<file path="src/rtl/alu_share_arbiter.sv">
// rtl/alu_share_arbiter.sv - two-requester round-robin front end for one shared combinational ALU
module alu_share_arbiter #(
    parameter int WIDTH = 32,
    parameter int OP_W  = 4
) (
    input  logic             clk,
    input  logic             rst,
    input  logic             req0_valid,
    output logic             req0_ready,
    input  logic [WIDTH-1:0] req0_a,
    input  logic [WIDTH-1:0] req0_b,
    input  logic [OP_W-1:0]  req0_op,
    input  logic             req1_valid,
    output logic             req1_ready,
    input  logic [WIDTH-1:0] req1_a,
    input  logic [WIDTH-1:0] req1_b,
    input  logic [OP_W-1:0]  req1_op,
    output logic             resp0_valid,
    input  logic             resp0_ready,
    output logic [WIDTH-1:0] resp0_result,
    output logic             resp0_zero,
    output logic             resp1_valid,
    input  logic             resp1_ready,
    output logic [WIDTH-1:0] resp1_result,
    output logic             resp1_zero,
    output logic [WIDTH-1:0] alu_src_A,
    output logic [WIDTH-1:0] alu_src_B,
    output logic [OP_W-1:0]  alu_ctrl,
    input  logic [WIDTH-1:0] alu_result
);

    typedef enum logic [1:0] {
        IDLE = 2'd0,
        EXEC = 2'd1,
        RESP = 2'd2
    } state_t;

    state_t           state;
    state_t           state_nxt;
    logic             last_grant;
    logic             owner;
    logic             grant;
    logic             accept;
    logic             resp_taken;
    logic [WIDTH-1:0] result_q;
    logic             zero_q;

    // Arbitration and next-state: a lone requester always wins, contention alternates.
    always_comb begin
        grant      = 1'b0;
        accept     = 1'b0;
        resp_taken = 1'b0;
        state_nxt  = state;
        if (req0_valid && req1_valid) begin
            grant = ~last_grant;
        end else if (req1_valid) begin
            grant = 1'b1;
        end
        case (state)
            IDLE: begin
                accept = req0_valid | req1_valid;
                if (accept) begin
                    state_nxt = EXEC;
                end
            end
            EXEC: begin
                state_nxt = RESP;
            end
            RESP: begin
                resp_taken = owner ? resp1_ready : resp0_ready;
                if (resp_taken) begin
                    state_nxt = IDLE;
                end
            end
            default: begin
                state_nxt = IDLE;
            end
        endcase
    end

    // State, ALU drive registers and the captured result for the current owner.
    always_ff @(posedge clk) begin
        if (rst) begin
            state      <= IDLE;
            last_grant <= 1'b1;
            owner      <= 1'b0;
            alu_src_A  <= '0;
            alu_src_B  <= '0;
            alu_ctrl   <= '0;
            result_q   <= '0;
            zero_q     <= 1'b0;
        end else begin
            state <= state_nxt;
            if (accept) begin
                owner      <= grant;
                last_grant <= grant;
                alu_src_A  <= grant ? req1_a  : req0_a;
                alu_src_B  <= grant ? req1_b  : req0_b;
                alu_ctrl   <= grant ? req1_op : req0_op;
            end
            if (state == EXEC) begin
                result_q <= alu_result;
                zero_q   <= (alu_result == '0);
            end
        end
    end

    // Ready is combinational from valid; responses are steered only to the owner.
    always_comb begin
        req0_ready   = (state == IDLE) && req0_valid && !grant;
        req1_ready   = (state == IDLE) && req1_valid && grant;
        resp0_valid  = (state == RESP) && !owner;
        resp1_valid  = (state == RESP) && owner;
        resp0_result = resp0_valid ? result_q : '0;
        resp1_result = resp1_valid ? result_q : '0;
        resp0_zero   = resp0_valid & zero_q;
        resp1_zero   = resp1_valid & zero_q;
    end

endmodule

</file>
<file path="config.mk">
export PLATFORM = sky130hd
export DESIGN_NAME = alu_share_arbiter
export DESIGN_NICKNAME = d
export VERILOG_FILES = /design/src/rtl/alu_share_arbiter.sv
export SDC_FILE = /design/constraint.sdc
export NUM_CORES = 1
export LEC_CHECK = 0
export ABC_AREA = 1
export ABC_CLOCK_PERIOD_IN_PS = 1140
export CORE_ASPECT_RATIO = 0.75
export CORE_UTILIZATION = 32
export CTS_CLUSTER_SIZE = 40
export DETAILED_ROUTE_END_ITERATION = 12
export GPL_ROUTABILITY_DRIVEN = 1
export GPL_TIMING_DRIVEN = 1
export PLACE_DENSITY = 0.78
export SLEW_MARGIN = 20
export SYNTH_ARGS = -nofsm -noshare
export SYNTH_HDL_FRONTEND = slang
export SYNTH_SLANG_ARGS = --single-unit
export TNS_END_PERCENT = 20
</file>
<file path="constraint.sdc">
create_clock -name clk -period 1.14 [get_ports clk]
set_input_delay 0.228 -clock clk [delete_from_list [all_inputs] [get_ports clk]]
set_output_delay 0.228 -clock clk [all_outputs]
set_load 0.005 [all_outputs]
</file>
* Word level (Yosys, flattened, before mapping)
Index checks and enable logic that the tools add are counted.
Word-level totals: memory bits (read-only) 0, output and inout port bits 138, memories 0, logic and storage cells 40, bits of input ports 174, bits in latches 0, RAM bits 0, register bits 105
Operators by class: multiplexer cells 12, reductions and logical operators 12, shifts and indexed selects 0, div/mod/pow operators 0, add/subtract/negate cells 0, multiply operators 0, bitwise gates (word level) 4, order comparisons 0, eq/ne operators 4
Operator list (number):
- 32-bit 2-to-1 mux | 4
- 32-bit logical NOT | 1
- 1-bit logical AND | 7
- 2-bit case mux with 3 select lines | 1
- 1-bit 2-to-1 mux | 4
- 2-bit 2-to-1 mux | 2
- 4-bit 2-to-1 mux | 1
- 2-bit inequality test (second input constant) | 2
- 1-bit AND | 2
- 2-bit by 1-bit equality test with 1-bit output (second input constant) | 1
- 2-bit equality test (second input constant) | 1
- 1-bit logical NOT | 2
- 2-bit logical NOT | 1
- 2-bit AND reduction | 1
- 1-bit NOT | 1
- 1-bit OR | 1

* Depth between registers and ports, before layout
word-level depth 4, gate-level depth with buffers 8, mapped depth without buffers 7

* Least setup slack after synthesis
OpenSTA, ideal clock, no wires.
kind flip-flop to output port, start point register state[0], end point output port resp0_result[10], required time 0.912 ns, data arrival time 0.973 ns, buffers on the path 1, slack -0.061 ns, stages on the path, launching flop included 7, cells stage by stage dfxtp_1 -> inv_2 -> nand2_1 -> nor2_1 -> inv_2 -> clkbuf_1 -> nor2_1
On the way: cells in the longest elaborated chain, start to end 3
RTL lines:
- start: declaration | RTL line 38 | state_t state;
- start signal: assignment | RTL line 93 | state <= state_nxt;
- 2-bit equality test
- 1-bit logical AND | RTL line 112 | resp0_valid = (state == RESP) && !owner;
- via resp0_valid | RTL line 18 | output logic resp0_valid,
- 32-bit 2-to-1 mux | RTL line 114 | resp0_result = resp0_valid ? result_q : '0;
- end: declaration | RTL line 20 | output logic [WIDTH-1:0] resp0_result,
The timed path passes the listed nets, and every way through them passes these cells.

* Worst setup path after layout
start point register state[0], end point output port resp0_result[27]
On the way: cells in the longest elaborated chain, start to end 3
RTL lines (RTL line):
- 2-bit equality test
- 1-bit logical AND | 112
- 32-bit 2-to-1 mux | 114
Every way passes these cells.

==> flow_summary.ini <==
[status]
outcome = finished, violations left
violations = setup timing

[global_route]
antenna_found_initial = 0
grt_pass1_wl_um = 27000
grt_max_degree = 63
grt_pass1_vias = 5351
grt_usage = 0.228
grt_overflow = 0

[routing]
route.detailed.drc = 0
antenna_left = 0
vias_per_cell = 4.71
drtIter0Drc = 239
wl_um = 17500
avgRoutedWirePerCell_um = 14.7
dr.pass1.iters = 4
via_count = 5592

[timing]
drv_slew = 0
rsz0062_at_grt = yes
max-slew-margin-rel = 0.817
finClkSkew_ps = 13.6
hold_ws_ps = 444
hold_viol_final = 0
setup_violations = 172
post-route-period-util = 1.46
clock.fmax_ghz = 0.600
timing.final.ws_setup_ps = -526
tightest_slew_ps = 272
fin_crit_ps = 1670

[power_and_ir_drop]
power_density_nw_per_um2 = 1190
power.leakage_nw = 3.68
vdd_drop_max_mv = 0.630

[synthesis]
synthesis.area_um2 = 4620
ys.flop_type = dfxtp_1
synth_edf_count = 0
synth_seq_cells = 105
syn-num-nets = 836
ys_seq_area_frac = 0.455
netlist-cell-type-count = 21
synth-async-reset-ratio = 0
synthCells = 662
avgSynthCellArea_um2 = 6.98
yosysWarnings = 0

[floorplanning]
dieHeight_um = 106
core_um2 = 13900
fp.dieW_um = 141
rows = 37
start_util = 0.333
die-area_um2 = 14900
io_pins = 312

[layout]
multi_input_area_um2 = 2320
nNetsFinal = 1181
drive_above_1_share = 0.313
final.fill_count = 1263
antennaDiodeCount = 0
area_growth_pct = 84.9
regArea_um2 = 2160
fin_util = 0.615

[worst_setup_path]
timing.rr.start = state[0]
max_stage_delay_ps = 330
critPathArrivalTime_ps = 1440
path_max_fanout = 13
slowest_stage = dfxtp_2
path_class = reg2out
crit_required_ps = 910
rr_worst_depth = 8
path_cells = inv_2, nand2_4, nor2_4, inv_2, buf_6, buf_12, nor2_2, buf_2
end_kind = output port
r2r-end = alu_src_A[20]
r2r_slack_ps = -340
crit_path_frequent_cell = inv_2
startpoint = state[0]
critPathLaunchType = flop

[clock_tree]
numCtsBuffers = 9
ctsHoldBuffers = 0
cts.clk_slew.worst_paths_ps = 80
htree_levels = 3
cts_tree = yes
clock-root-buffer = clkbuf_16
clock_sinks = 105
clk_latency_ps = 340
cts_buffer_depth = 2

[hold_path]
min_from = req1_a[31]
hp-class = in2reg
hold_path_depth = 3
min_to = alu_src_A[31]

[flow_run]
maxCapViolations = 0

[placed_design]
io_buffers = 311
dp_hpwl_um = 12900
pre_cts_slack_ps = -702
gp_congestion = 0.832
[cell usage after synthesis (8+ instances only)]
cell,number,share of area
inv_1,44,0.036
buf_2,19,0.021
buf_4,11,0.018
a31oi_1,68,0.092
inv_2,8,0.0065
clkbuf_1,21,0.017
nor2_1,86,0.070
o21ai_1,62,0.067
nand2_1,155,0.13
o21ai_0,37,0.040
a21oi_1,34,0.037
dfxtp_1,105,0.45
[timing repair]
action / 4_1_cts / 5_1_grt
gates cloned: 1 / 1
resized for setup: 529 / 115
setup buffers: 9 / 0
pin swaps: 8 / 8
endpoints found under the setup margin: 241 / 230
[how the worst max path moves through the flow]
| stage | endpoint | slack (ps) | depth (start not counted) |
|---|---|---|---|
| floorplan | resp0_result[10] | -30 | 6 |
| global placement | req1_ready | -670 | 4 |
| detailed placement | alu_src_B[16] | -700 | 6 |
| CTS | resp0_zero | -550 | 8 |
| global route | resp0_result[26] | -610 | 8 |
| finish | resp0_result[27] | -530 | 8 |
[layer usage]
layer / up-vias / part of all wire / track usage
met2: 201 / 0.48 / 0.399
met5: - / 0 / 0
li1: 2878 / - / -
met4: 0 / 0.022 / 0.0745
met3: 27 / 0.093 / 0.0878
met1: 2486 / 0.40 / 0.254
[cell usage in the layout, fill, tap and decap left out, drive strengths merged]
master / count
inv: 54
clkdlybuf4s15: 27
nand3: 2
a211oi: 1
buf: 156
dfxtp: 105
clkdlybuf4s50: 172
a21oi: 34
nor2: 88
nand2: 157
nor3: 1
dlygate4sd2: 3
nand3b: 1
o21ai: 99
a31oi: 68
clkbuf: 38
and2: 1
clkinv: 4
nand4: 1
[per-stage QoR]
step	power [mW]	cells	TNS, ps	instance area, um2
floorplan	5.49	662	-913	4630
global placement	7.27	1162	-81910	8300
detailed placement	7.31	1162	-85750	8300
CTS	10.3	1187	-55450	8520
global route	10.8	1187	-67820	8550
finish	10.2	1187	-52700	8550
[state kept, by name, summed over array words and instances (netlist names)]
| register | flops |
|---|---|
| state | 2 |
| alu_src_B | 32 |
| owner | 1 |
| alu_src_A | 32 |
| zero_q | 1 |
| alu_ctrl | 4 |
| last_grant | 1 |
| result_q | 32 |
[area by class of cell]
type / count / area share
inverters: 52 / 0.0231
flip-flops and latches: 105 / 0.253
multi-input cells: 453 / 0.272
well taps: 175 / 0.0256
clock inverters: 6 / 0.00600
repair buffers: 386 / 0.394
clock buffers: 10 / 0.0268
[cells by family after synthesis]
family                 after synthesis  synth area share
and+or+nand+nor                    251             0.209
AOI/OAI and AO/OA                  202             0.238
DFF                                105             0.455
buffers and inverters              104            0.0986
[critical path: cells and delay by family, from the launching register on]
family                 cells  cell delay (ps)
buffers and inverters      5              530
DFF                        1              330
and+or+nand+nor            3              240
[power by group]
group | total, mW | switching [mW] | internal (mW)
Sequential | 4.35 | 0.206 | 4.15
Clock | 2.95 | 1.43 | 1.52
Combinational | 2.90 | 1.36 | 1.54
Note: power is estimated with default switching activity, not from simulation.
